### src/rtl/price_entry.sv
// price_entry: debounced operator keys, BCD price capture and validation,
// and commit of binary prices to the buy or sell side.
module price_entry #(
   parameter int unsigned DEBOUNCE_CYCLES = 500000
) (
   input  logic       clk,
   input  logic       resetn,
   input  logic [7:0] sw,
   input  logic       key_load_n,
   input  logic       key_sel_n,
   input  logic       halt_signal,
   output logic [7:0] buy_price,
   output logic [7:0] sell_price,
   output logic       entry_target,
   output logic       price_valid,
   output logic       entry_error,
   output logic       entry_busy
);

   localparam int CW = $clog2(DEBOUNCE_CYCLES + 1);
   localparam logic [CW-1:0] CMAX = CW'(DEBOUNCE_CYCLES);

   typedef enum logic [1:0] {
      IDLE,
      CHECK,
      WAIT_REL
   } state_t;

   // Key index 0 is load, index 1 is sel.
   logic [1:0]    raw;
   logic [1:0]    s1_q, s2_q, deb_q, arm_q;
   logic [1:0]    press;
   logic [CW-1:0] cnt_q [2];
   logic [CW-1:0] arm_cnt_q [2];

   state_t     state_q, state_d;
   logic [7:0] cap_q, cap_d;
   logic [7:0] buy_q, buy_d;
   logic [7:0] sell_q, sell_d;
   logic       tgt_q, tgt_d;
   logic       vld_q, vld_d;
   logic       err_q, err_d;

   logic       bcd_ok;
   logic [7:0] tens8;
   logic [7:0] bin;

   assign raw = {key_sel_n, key_load_n};

   // Synchronize, debounce, and arm each key; a key held through reset
   // stays disarmed until it has been seen released for a full window.
   always_ff @(posedge clk or negedge resetn) begin
      if (!resetn) begin
         s1_q  <= '1;
         s2_q  <= '1;
         deb_q <= '1;
         arm_q <= '0;
         for (int k = 0; k < 2; k++) begin
            cnt_q[k]     <= '0;
            arm_cnt_q[k] <= '0;
         end
      end else begin
         s1_q <= raw;
         s2_q <= s1_q;
         for (int k = 0; k < 2; k++) begin
            if (s2_q[k] != deb_q[k]) begin
               if (cnt_q[k] == CMAX) begin
                  deb_q[k] <= s2_q[k];
                  cnt_q[k] <= '0;
               end else begin
                  cnt_q[k] <= cnt_q[k] + 1'b1;
               end
            end else begin
               cnt_q[k] <= '0;
            end
            if (!arm_q[k]) begin
               if (!s2_q[k]) begin
                  arm_cnt_q[k] <= '0;
               end else if (arm_cnt_q[k] == CMAX) begin
                  arm_q[k] <= 1'b1;
               end else begin
                  arm_cnt_q[k] <= arm_cnt_q[k] + 1'b1;
               end
            end
         end
      end
   end

   // Press pulse fires on the edge where the debounced level falls.
   always_comb begin
      press = '0;
      for (int k = 0; k < 2; k++) begin
         press[k] = arm_q[k] & deb_q[k] & ~s2_q[k] & (cnt_q[k] == CMAX);
      end
   end

   assign bcd_ok = (cap_q[7:4] <= 4'd9) && (cap_q[3:0] <= 4'd9);
   assign tens8  = {4'd0, cap_q[7:4]};
   assign bin    = (tens8 << 3) + (tens8 << 1) + {4'd0, cap_q[3:0]};

   // Entry FSM: capture on load, validate and commit, then wait for release.
   always_comb begin
      state_d = state_q;
      cap_d   = cap_q;
      buy_d   = buy_q;
      sell_d  = sell_q;
      tgt_d   = tgt_q;
      vld_d   = 1'b0;
      err_d   = err_q;
      unique case (state_q)
         IDLE: begin
            if (press[0]) begin
               cap_d   = sw;
               state_d = CHECK;
            end else if (press[1]) begin
               tgt_d = ~tgt_q;
            end
         end
         CHECK: begin
            state_d = WAIT_REL;
            if (bcd_ok && !halt_signal) begin
               if (tgt_q) sell_d = bin;
               else       buy_d  = bin;
               vld_d = 1'b1;
               err_d = 1'b0;
            end else begin
               err_d = 1'b1;
            end
         end
         WAIT_REL: begin
            if (deb_q[0]) state_d = IDLE;
         end
         default: state_d = IDLE;
      endcase
   end

   // Entry state and committed prices.
   always_ff @(posedge clk or negedge resetn) begin
      if (!resetn) begin
         state_q <= IDLE;
         cap_q   <= '0;
         buy_q   <= '0;
         sell_q  <= '0;
         tgt_q   <= 1'b0;
         vld_q   <= 1'b0;
         err_q   <= 1'b0;
      end else begin
         state_q <= state_d;
         cap_q   <= cap_d;
         buy_q   <= buy_d;
         sell_q  <= sell_d;
         tgt_q   <= tgt_d;
         vld_q   <= vld_d;
         err_q   <= err_d;
      end
   end

   assign buy_price    = buy_q;
   assign sell_price   = sell_q;
   assign entry_target = tgt_q;
   assign price_valid  = vld_q;
   assign entry_error  = err_q;
   assign entry_busy   = (state_q != IDLE);

endmodule

### config.mk
export PLATFORM = sky130hd
export DESIGN_NAME = price_entry
export DESIGN_NICKNAME = d
export VERILOG_FILES = /design/src/rtl/price_entry.sv
export SDC_FILE = /design/constraint.sdc
export NUM_CORES = 1
export LEC_CHECK = 0
export CAP_MARGIN = 10
export CORE_MARGIN = 3
export CORE_UTILIZATION = 66
export CTS_BUF_LIST = sky130_fd_sc_hd__clkbuf_8
export CTS_CLUSTER_DIAMETER = 80
export DETAILED_ROUTE_END_ITERATION = 12
export DONT_BUFFER_PORTS = 1
export PLACE_DENSITY = 0.82
export RECOVER_POWER = 100
export SLEW_MARGIN = 0
export SYNTH_ARGS = -nofsm -noshare
export SYNTH_HDL_FRONTEND = slang
export SYNTH_SLANG_ARGS = --single-unit
### constraint.sdc
create_clock -name clk -period 2.7 [get_ports clk]
set_input_delay 0.675 -clock clk [delete_from_list [all_inputs] [get_ports clk]]
set_output_delay 0.675 -clock clk [all_outputs]
set_load 0.02 [all_outputs]
==> flow_metrics.tcl <==
set metrics [dict create \
    synthTopCellsByArea "dfrtp_1 46%, mux2_1 4.3%, nor2_1 4.2%" \
    crit_end "arm_cnt_q[18]$_DFFE_PN0P_" \
    wl_per_cell_um 16.8 \
    vias_per_cell 6.18 \
    synth_seq_cells 113 \
    synth_top_area_share 0.464 \
    fin_crit_ns 2.42 \
    antenna_found_initial 0 \
    yosysSeqAreaShare 0.491 \
    fin_nets 604 \
    drive_above_1_share 0.0903 \
    layout_commonest_cell "dfrtp_1" \
    crit_start "s2_q[1]$_DFF_PN1_" \
    crit_required_ns 3.00 \
    drtIter0Drc 261 \
    grt_pass1_wl_um 20600 \
    dp_hpwl_um 7670 \
    die_width_um 99.6 \
    synth_area_um2 5780 \
    critPathKind "flop to flop" \
    drt_pre_antenna_iters 4 \
    grt_max_degree 114 \
    tightest_slew_ns 1.03 \
    port_buffers 0 \
    relSlewSlack 0.310 \
    rsz0062_at_grt "no" \
    antenna-diode-count 0 \
    peakVddDrop_mv 0.524 \
    cts_buffer_depth 2 \
    crit_arrival_ns 2.72 \
    ant_nets 0 \
    synth_cell_types 57 \
    ys_async_sr_fraction 1.00 \
    critPathMaxFanout 19 \
    intPower_mw 2.88 \
    synthesis.area_per_instance_um2 10.2 \
    io_pins 33 \
    power_frac_comb 0.017 \
    syn_to_final_growth_pct 8.73 \
    cts_buffers 17 \
    clk_pin_slew_ns 0.08 \
    cts_tree "yes" \
    power_frac_seq 0.476 \
    final_cell_mix "107 x dfrtp_1, 64 x nor2_1, 57 x nand2_1" \
    cts_num_sinks 113 \
    setup_violations 0 \
    p_sw_frac 0.212 \
    ys_warn_count 0 \
    clock-root-buffer "clkbuf_8" \
    p_per_area_nw_per_um2 583 \
    violations "negative hold slack" \
    r2r-start "s2_q[1]$_DFF_PN1_" \
    clock_power_share 0.507 \
    r2r_cells 6 \
    max_freq_ghz 0.413 \
    post_cts_buffers 0 \
    fill_cells 573 \
    ys.flop_type "dfrtp_1" \
    switchingPower_mw 0.775 \
    maxCapViolations 0 \
    hp-class "input port to asynchronous set/reset pin" \
    clock_latency_ns 0.42 \
    drc 0 \
    r2r_slack_ns 0.28 \
    gp_congestion 0.860 \
    vias 4274 \
    holdWs_ns -0.0648 \
    start_util 0.693 \
    synth_edf_count 0 \
    routed_wl_um 11600 \
    crit_path_start_kind "flop" \
    cts_htree_levels 4 \
    register_area_um2 2840 \
    rows 33 \
    multi_input_area_um2 2750 \
    die_height_um 99.6 \
    grt_pass1_vias 4388 \
    slew_viol_final 0 \
    setup_tns_ns 0 \
    status "finished, violations left" \
    timing.rr.end "arm_cnt_q[18]$_DFFE_PN0P_" \
    dieArea_um2 9910 \
    finClkSkew_ns 0.00963 \
    final_hold_viol_count 107 \
    cts_resized 0 \
    synth_top_area_cell "dfrtp_1" \
    fin_crit_sh 0.896 \
    grt.total_usage 0.258 \
    syn_inst 567 \
    leakage_nw 2.91 \
    grt_remaining_overflow 0 \
    core_area_um2 8340 \
    setup.worst_path.end_class "flop" \
    total_power_mw 3.66 \
    synth.net_count 597 \
]
-- worst min-delay path by stage --
stage	slack [ns]	end
after floorplan	0.35	s2_q[0]$_DFF_PN1_
final	-0.06	cnt_q[7]$_DFF_PN0_
after detailed placement	0.35	s2_q[1]$_DFF_PN1_
after global routing	-0.09	cnt_q[11]$_DFF_PN0_
after CTS	-0.08	cnt_q[8]$_DFF_PN0_
after global placement	0.35	s2_q[0]$_DFF_PN1_
-- cell usage after synthesis, drive strengths merged, types with 4 or more instances --
library cell    n
and2            8
dfstp           6
nor4b          10
o41ai           6
nand3b          4
nand2b          5
ha             15
nand2          61
inv            19
xor2           22
and3           15
clkbuf          6
mux2i           5
o31ai           6
nor4           10
a31oi           9
xnor2          21
or4            11
dfrtp         107
nor3           10
nand4           9
a21oi           9
or3             4
nand3          40
or2             4
o211ai          4
mux2           25
o21ai          23
buf             9
nor2           65
-- kinds of logic after synthesis --
logic type	share of synthesized area
simple gates	0.253
buf+inv	0.0266
xor+xnor	0.0652
flops	0.491
fa+ha+maj	0.0394
mux	0.0574
compound gates	0.0680
-- cell type report --
type                            instances  share of cell area
Timing Repair Buffer                    3             0.00239
Tap cell                              105              0.0209
Sequential cell                       113               0.451
Multi-Input combinational cell        419               0.438
Inverter                               20              0.0120
Clock buffer                           19              0.0416
Clock inverter                         13              0.0333
-- registers in the layout, summed over array words and instances (netlist names) --
| register | cells |
|---|---|
| cap_q | 8 |
| buy_price | 8 |
| arm_q | 2 |
| deb_q | 2 |
| arm_cnt_q | 38 |
| cnt_q | 38 |
| entry_target | 1 |
| sell_price | 8 |
| state_q | 2 |
| s2_q | 2 |
| price_valid | 1 |
| s1_q | 2 |
| entry_error | 1 |
-- per-layer routing --
layer | global-route usage | routed length [um] | vias to the layer above
met5 | 0 | 0 | -
met4 | 0.108 | 204 | 0
met3 | 0.0526 | 461 | 20
met2 | 0.430 | 5950 | 113
met1 | 0.331 | 4990 | 2119
li1 | - | - | 2022
-- through the flow --
step	setup WS, ns	utilization	std cells	hold WS (ns)	area (um^2)
2_1_floorplan	0.502	-	567	0.345	5780
3_3_place_gp	0.441	0.702	660	0.346	5850
3_5_place_dp	0.360	0.702	660	0.347	5850
4_1_cts	0.293	0.758	692	-0.0813	6320
5_1_grt	0.103	0.753	692	-0.0911	6280
6_report	0.281	0.753	692	-0.0648	6280
-- power by group through the flow --
stage               clock, mW  sequential, mW  combinational, mW
floorplan                   0            1.76             0.0597
global placement            0            1.77             0.0608
detailed placement          0            1.77             0.0639
CTS                      1.87            1.74             0.0650
global route             1.95            1.74             0.0734
finish                   1.85            1.74             0.0628
-- critical path, cell delays in order, from the launching register on --
cell,delay (ns)
dfstp_1,0.96
and4b_1,0.29
nand3_1,0.08
o21bai_1,0.19
clkbuf_1,0.49
or4_1,0.21
nand3_1,0.08
Power figures use the tool's default switching activity.
